$ cat src/rtl/mult_sequencer_if.sv
// Bus between the ID/EX stage, the ALU and the iterative multiplier.
// Carries the multiply request and operands, the pipeline ALU request, the
// ALU request/result path, and the multiplier status and result.
// master: pipeline/ALU side (drives *_i). slave: mult_sequencer (drives *_o).
interface mult_sequencer_if;
    localparam int unsigned DATA_W = 32;
    localparam int unsigned CTRL_W = 3;

    logic              start_i;
    logic [DATA_W-1:0] op_a_i;
    logic [DATA_W-1:0] op_b_i;
    logic [DATA_W-1:0] pipe_data1_i;
    logic [DATA_W-1:0] pipe_data2_i;
    logic [CTRL_W-1:0] pipe_ctrl_i;
    logic [DATA_W-1:0] alu_result_i;
    logic [DATA_W-1:0] alu_data1_o;
    logic [DATA_W-1:0] alu_data2_o;
    logic [CTRL_W-1:0] alu_ctrl_o;
    logic              stall_o;
    logic              busy_o;
    logic              done_o;
    logic [DATA_W-1:0] hi_o;
    logic [DATA_W-1:0] lo_o;

    modport master (
        output start_i, op_a_i, op_b_i, pipe_data1_i, pipe_data2_i, pipe_ctrl_i,
               alu_result_i,
        input  alu_data1_o, alu_data2_o, alu_ctrl_o, stall_o, busy_o, done_o,
               hi_o, lo_o
    );

    modport slave (
        input  start_i, op_a_i, op_b_i, pipe_data1_i, pipe_data2_i, pipe_ctrl_i,
               alu_result_i,
        output alu_data1_o, alu_data2_o, alu_ctrl_o, stall_o, busy_o, done_o,
               hi_o, lo_o
    );
endinterface

$ cat src/rtl/mult_sequencer.sv
// Iterative unsigned 32x32->64 multiplier that borrows the pipeline ALU.
// Idle: pipeline operands/control pass straight through to the ALU.
// Run: 32 shift-add iterations using the ALU as the adder, pipeline stalled.
// Done: one-cycle done pulse with HI/LO registered.
// Ports: clk_i, rst_i (async, active-high), bus (mult_sequencer_if.slave).
module mult_sequencer (
    input  logic            clk_i,
    input  logic            rst_i,
    mult_sequencer_if.slave bus
);
    localparam int unsigned DATA_W = 32;
    localparam int unsigned CTRL_W = 3;
    localparam int unsigned CNT_W  = 5;
    localparam logic [CTRL_W-1:0] ALU_ADD  = 3'b010;
    localparam logic [CNT_W-1:0]  CNT_LAST = 5'd31;

    typedef enum logic [1:0] {
        IDLE = 2'd0,
        RUN  = 2'd1,
        DONE = 2'd2
    } state_t;

    state_t            state_q, state_d;
    logic [CNT_W-1:0]  cnt_q, cnt_d;
    logic [DATA_W-1:0] a_q, a_d;
    logic [DATA_W-1:0] p_hi_q, p_hi_d;
    logic [DATA_W-1:0] p_lo_q, p_lo_d;
    logic [DATA_W-1:0] hi_q, hi_d;
    logic [DATA_W-1:0] lo_q, lo_d;
    logic              done_q, done_d;

    logic [DATA_W-1:0] sum_c;
    logic              carry_c;
    logic [DATA_W-1:0] alu_data1_c;
    logic [DATA_W-1:0] alu_data2_c;
    logic [CTRL_W-1:0] alu_ctrl_c;
    logic              stall_c;

    // Partial-sum step: the ALU adds A into P_hi; the carry-out is recovered
    // locally because the ALU only returns 32 bits.
    always_comb begin
        sum_c   = p_hi_q;
        carry_c = 1'b0;
        if (p_lo_q[0]) begin
            sum_c   = bus.alu_result_i;
            carry_c = (bus.alu_result_i < p_hi_q);
        end
    end

    // Next-state, datapath update and ALU ownership mux.
    always_comb begin
        state_d     = state_q;
        cnt_d       = cnt_q;
        a_d         = a_q;
        p_hi_d      = p_hi_q;
        p_lo_d      = p_lo_q;
        hi_d        = hi_q;
        lo_d        = lo_q;
        done_d      = 1'b0;
        alu_data1_c = bus.pipe_data1_i;
        alu_data2_c = bus.pipe_data2_i;
        alu_ctrl_c  = bus.pipe_ctrl_i;
        stall_c     = 1'b0;

        unique case (state_q)
            IDLE: begin
                // Stall is suppressed while in reset so the pipeline is not frozen.
                if (bus.start_i && !rst_i) begin
                    stall_c = 1'b1;
                end
                if (bus.start_i) begin
                    state_d = RUN;
                    a_d     = bus.op_a_i;
                    p_hi_d  = '0;
                    p_lo_d  = bus.op_b_i;
                    cnt_d   = '0;
                end
            end
            RUN: begin
                alu_data1_c = p_hi_q;
                alu_data2_c = a_q;
                alu_ctrl_c  = ALU_ADD;
                stall_c     = 1'b1;
                // 65-bit right shift of {carry, sum, P_lo}.
                {p_hi_d, p_lo_d} = {carry_c, sum_c, p_lo_q[DATA_W-1:1]};
                cnt_d = cnt_q + CNT_W'(1);
                if (cnt_q == CNT_LAST) begin
                    state_d = DONE;
                    hi_d    = {carry_c, sum_c[DATA_W-1:1]};
                    lo_d    = {sum_c[0], p_lo_q[DATA_W-1:1]};
                    done_d  = 1'b1;
                end
            end
            DONE: begin
                state_d = IDLE;
            end
            default: begin
                state_d = IDLE;
            end
        endcase
    end

    // State and datapath registers.
    always_ff @(posedge clk_i or posedge rst_i) begin
        if (rst_i) begin
            state_q <= IDLE;
            cnt_q   <= '0;
            a_q     <= '0;
            p_hi_q  <= '0;
            p_lo_q  <= '0;
            hi_q    <= '0;
            lo_q    <= '0;
            done_q  <= 1'b0;
        end else begin
            state_q <= state_d;
            cnt_q   <= cnt_d;
            a_q     <= a_d;
            p_hi_q  <= p_hi_d;
            p_lo_q  <= p_lo_d;
            hi_q    <= hi_d;
            lo_q    <= lo_d;
            done_q  <= done_d;
        end
    end

    assign bus.alu_data1_o = alu_data1_c;
    assign bus.alu_data2_o = alu_data2_c;
    assign bus.alu_ctrl_o  = alu_ctrl_c;
    assign bus.stall_o     = stall_c;
    assign bus.busy_o      = (state_q == RUN);
    assign bus.done_o      = done_q;
    assign bus.hi_o        = hi_q;
    assign bus.lo_o        = lo_q;
endmodule

$ cat src/flat_wrapper.sv
// flat-port wrapper written by rule: the top's interface ports become plain ports
module mult_sequencer_flat 
  (clk_i, rst_i, bus_start_i, bus_op_a_i, bus_op_b_i, bus_pipe_data1_i, bus_pipe_data2_i, bus_pipe_ctrl_i, bus_alu_result_i, bus_alu_data1_o, bus_alu_data2_o, bus_alu_ctrl_o, bus_stall_o, bus_busy_o, bus_done_o, bus_hi_o, bus_lo_o);
  mult_sequencer_if bus_i ();
  input  logic clk_i;
  input  logic rst_i;
  input wire logic [$bits(bus_i.start_i)-1:0] bus_start_i;
  input wire logic [$bits(bus_i.op_a_i)-1:0] bus_op_a_i;
  input wire logic [$bits(bus_i.op_b_i)-1:0] bus_op_b_i;
  input wire logic [$bits(bus_i.pipe_data1_i)-1:0] bus_pipe_data1_i;
  input wire logic [$bits(bus_i.pipe_data2_i)-1:0] bus_pipe_data2_i;
  input wire logic [$bits(bus_i.pipe_ctrl_i)-1:0] bus_pipe_ctrl_i;
  input wire logic [$bits(bus_i.alu_result_i)-1:0] bus_alu_result_i;
  output wire logic [$bits(bus_i.alu_data1_o)-1:0] bus_alu_data1_o;
  output wire logic [$bits(bus_i.alu_data2_o)-1:0] bus_alu_data2_o;
  output wire logic [$bits(bus_i.alu_ctrl_o)-1:0] bus_alu_ctrl_o;
  output wire logic [$bits(bus_i.stall_o)-1:0] bus_stall_o;
  output wire logic [$bits(bus_i.busy_o)-1:0] bus_busy_o;
  output wire logic [$bits(bus_i.done_o)-1:0] bus_done_o;
  output wire logic [$bits(bus_i.hi_o)-1:0] bus_hi_o;
  output wire logic [$bits(bus_i.lo_o)-1:0] bus_lo_o;
  assign bus_i.start_i = bus_start_i;
  assign bus_i.op_a_i = bus_op_a_i;
  assign bus_i.op_b_i = bus_op_b_i;
  assign bus_i.pipe_data1_i = bus_pipe_data1_i;
  assign bus_i.pipe_data2_i = bus_pipe_data2_i;
  assign bus_i.pipe_ctrl_i = bus_pipe_ctrl_i;
  assign bus_i.alu_result_i = bus_alu_result_i;
  assign bus_alu_data1_o = bus_i.alu_data1_o;
  assign bus_alu_data2_o = bus_i.alu_data2_o;
  assign bus_alu_ctrl_o = bus_i.alu_ctrl_o;
  assign bus_stall_o = bus_i.stall_o;
  assign bus_busy_o = bus_i.busy_o;
  assign bus_done_o = bus_i.done_o;
  assign bus_hi_o = bus_i.hi_o;
  assign bus_lo_o = bus_i.lo_o;
  mult_sequencer u_core (.clk_i(clk_i), .rst_i(rst_i), .bus(bus_i));
endmodule
$ cat config.mk
export PLATFORM = sky130hd
export DESIGN_NAME = mult_sequencer_flat
export DESIGN_NICKNAME = d
export VERILOG_FILES = /design/src/rtl/mult_sequencer_if.sv /design/src/rtl/mult_sequencer.sv /design/src/flat_wrapper.sv
export SDC_FILE = /design/constraint.sdc
export NUM_CORES = 1
export LEC_CHECK = 0
export CAP_MARGIN = 20
export CORE_ASPECT_RATIO = 0.6
export CORE_UTILIZATION = 45
export CTS_CLUSTER_DIAMETER = 40
export DETAILED_ROUTE_END_ITERATION = 7
export GPL_ROUTABILITY_DRIVEN = 0
export GPL_TIMING_DRIVEN = 0
export PLACE_DENSITY = 0.81
export SLEW_MARGIN = 10
export SYNTH_ARGS = -nofsm -noshare
export SYNTH_HDL_FRONTEND = slang
export SYNTH_SLANG_ARGS = --single-unit
export TNS_END_PERCENT = 5
$ cat constraint.sdc
create_clock -name clk_i -period 6.3 [get_ports clk_i]
set_input_delay 0.945 -clock clk_i [delete_from_list [all_inputs] [get_ports clk_i]]
set_output_delay 0.945 -clock clk_i [all_outputs]
set_load 0.01 [all_outputs]
==> results.md <==
* RSZ-0062 raised after global routing: no
* Final Core Density at 69.2%
* CP startpoint: rst_i
* Placed cell areas at 0.0116 sq mm
* Area of the core at 0.0175 sq mm
* Cells after DPL at 1380
* Final setup violation count at 0
* Synth Cell Area at 0.00825 sq mm
* CP max stage delay at 0.56 ns
* Post-route cell area at 0.0121 sq mm
* Crit. path cell count at 6
* Layout cells sized above 1 at 11.4%
* Post-route minimum period at 4.10 ns
* R2R depth at 7
* DP HPWL at 20000 um
* Num rows at 37
* Register area at 0.00420 sq mm
* Worst setup path category: input port to primary output
* End of the worst register-to-register path: u_core.bus.hi_o[11]$_DFFE_PP0P_
* Async SR Flop Fraction at 100%
* Top FF cell, synth: dfrtp_1
* Final hold slack at 0.481 ns
* Residual overflow from global routing at 0
* # Max-Cap Violations at 0
* Critical path's top delay family: buffers and inverters
* CP endpoint kind: primary output
* WL/cell at 18.3 um
* Post-synth EDFFs at 0
* Vias in the first global route at 7532
* Slowest CP cell: clkdlybuf4s50_1
* Min-delay worst type: register to register
* Hold Buf Count CTS at 0
* Clock buffer depth at 2
* Fin. Hold Viols at 0
* Most Frequent Cell on Critical Path: clkdlybuf4s50_1
* Fillers at 1414
* Detailed Routing Iterations Pass 1 at 5
* Total negative slack at 0 ns
* Worst flop-to-flop path startpoint: u_core.cnt_q[0]$_DFFE_PP0P_
* I/O Buffers at 299
* Synthesized flop and latch total at 168
* Worst slew pin tran at 0.645 ns
* Largest fanout on the critical path at 113
* Setup crit end: bus_stall_o
* Chip width at 177 um
* Yosys cell types at 39
* Area growth syn-to-layout at 47.1%
* Status: complete, no violations
* PwrDens at 485 mW/mm^2
* Clk_lat worst skew at 0.41 ns
* Max Clock Freq at 0.244 GHz
* Ys Warns at 0
* CTS root buffer: clkbuf_16
* FF-to-FF setup slack at 4.26 ns
* Clk_skew at 0.0160 ns
* Level count of the clock H-tree at 4
* Crit share post-route at 65.1%
* Ranking of synthesized cells by area: dfrtp_1 (51%), nand2_1 (11%), mux2_2 (8.6%)
* CTS buffer count at 17
* Yosys top cell by area: dfrtp_1
* Initial antenna violation count at 0
* WP buf/inv at 4
* Top Ports at 300
* # diodes at 0
* Clock Sinks at 168
* Post-synth top area share at 50.9%
* Syn nets at 1045
* PostCTS Resize Cnt at 0
* Synthesized area per cell at 9.76 sq um
* Post-Layout Cell Count at 1411
* Post-layout total power at 5.89 mW
* PnR worst setup slack at 2.20 ns
* Required @ worst endpoint at 5.35 ns
* Vias per std cell at 5.22
* DR vias at 7365
* Initial Util at 47.0%
* First-pass GRT wire length at 40600 um
* Die Y at 107 um
* Final nets at 1364
* Max VDD drop at 0.217 mV
* Synthesized instance count at 846
* Total Wirelength at 25800 um
* Worst-path cell chain: clkdlybuf4s50_1 -> inv_8 -> buf_16 -> a21oi_1 -> nor2_1 -> clkdlybuf4s50_1
* Detail Route Antenna Nets at 0
* Largest net degree at the start of global routing at 114
* Worst setup SP type: input port
* DRC viols at 0
* DRT iter0 DRCs at 566
* Crit path DAT at 3.16 ns
* Clk pin slew, worst setup/hold paths at 0.06 ns
* Rel. slew slack at 57.0%
* CTS tree: built
* Total die area at 0.0189 sq mm
* Post-synthesis sequential area ratio at 50.9%
* Slew Limit Fails at 0
* Pleak at 5.39 nW
* Post-CTS Setup Inserts at 0
* Tot GR Track Use at 28.0%
* Multi-input logic area at 0.00364 sq mm
* Dpl ws at 2.15 ns
## final cells by class
cell class	instances	area share, %
buffer	53	2.24
inverter	37	1.21
clock inverter	14	1.15
multi-input combinational	588	30.0
timing repair buffer	300	24.9
tap	234	2.41
sequential	168	34.6
clock buffer	17	3.50
## worst min path at each step
stage | end | startpoint | cells after the start | slack (ns)
6_report | u_core.bus.hi_o[3]$_DFFE_PP0P_ | u_core.bus.hi_o[3]$_DFFE_PP0P_ | 2 | 0.48
4_1_cts | u_core.bus.hi_o[3]$_DFFE_PP0P_ | u_core.bus.hi_o[3]$_DFFE_PP0P_ | 2 | 0.49
3_5_place_dp | u_core.bus.hi_o[3]$_DFFE_PP0P_ | u_core.bus.hi_o[3]$_DFFE_PP0P_ | 2 | 0.47
5_1_grt | u_core.bus.hi_o[15]$_DFFE_PP0P_ | u_core.bus.hi_o[15]$_DFFE_PP0P_ | 2 | 0.52
3_3_place_gp | u_core.bus.hi_o[28]$_DFFE_PP0P_ | u_core.bus.hi_o[28]$_DFFE_PP0P_ | 2 | 0.46
2_1_floorplan | u_core.p_hi_q[31]$_DFFE_PP0P_ | u_core.p_hi_q[31]$_DFFE_PP0P_ | 2 | 0.46
## Yosys cell counts (4+ instances only)
cell type,n
nand2_1,236
dfrtp_1,168
o21ai_0,128
mux2_2,63
inv_1,36
ha_1,33
mux2i_1,32
a22oi_1,31
clkbuf_1,23
buf_2,22
a21oi_1,14
nor2_1,7
o21ai_1,6
buf_4,4
buf_6,4
nand3_1,4
nor2b_1,4
## layer usage
| layer | vias up | global-route usage (%) | part of all wire, % |
|---|---|---|---|
| met5 | - | 0 | 0 |
| met4 | 0 | 6.03 | 1.3 |
| met3 | 26 | 7.52 | 7.4 |
| met2 | 264 | 44.3 | 46 |
| met1 | 3568 | 38.5 | 46 |
| li1 | 3507 | - | - |
## sequential cells by signal, summed over array words and instances, names as in the netlist
register           count
u_core.a_q            32
u_core.bus.done_o      1
u_core.bus.hi_o       32
u_core.bus.lo_o       32
u_core.cnt_q           5
u_core.p_hi_q         32
u_core.p_lo_q         32
u_core.state_q         2
## power breakdown
group,internal (mW),switching [mW],leakage [nW]
clock network,0.555,0.466,0.272
logic,1.54,1.43,3.07
registers,1.58,0.330,2.04
## cells by family (layout without fill, tap and decap cells)
kind of cell / count (synthesis) / in the layout / synth area share [%]
adders and majority gates: 33 / 33 / 5.00
muxes: 95 / 95 / 12.5
buffers and inverters: 90 / 421 / 4.97
DFF: 168 / 168 / 50.9
and+or+nand+nor: 267 / 267 / 13.3
AOI/OAI and AO/OA: 193 / 193 / 13.4
## tightest hold or removal path: stages (launching register included)
cell and delay [ns]:
dfrtp_1 0.34, nand2_1 0.05, o21ai_0 0.06
## cell usage in the layout (no fill, tap or decap), types with 4 or more instances in the layout
| cell type | instances |
|---|---|
| clkdlybuf4s50_1 | 299 |
| nand2_1 | 236 |
| dfrtp_1 | 168 |
| o21ai_0 | 128 |
| mux2_2 | 63 |
| inv_1 | 35 |
| ha_1 | 33 |
| mux2i_1 | 32 |
| a22oi_1 | 31 |
| clkbuf_1 | 23 |
| buf_2 | 22 |
| clkbuf_16 | 17 |
| a21oi_1 | 14 |
| nor2_1 | 7 |
| o21ai_1 | 6 |
| buf_4 | 4 |
| nor2b_1 | 4 |
| buf_6 | 4 |
| inv_8 | 4 |
| nand3_1 | 4 |
Power figures use the tool's default switching activity.
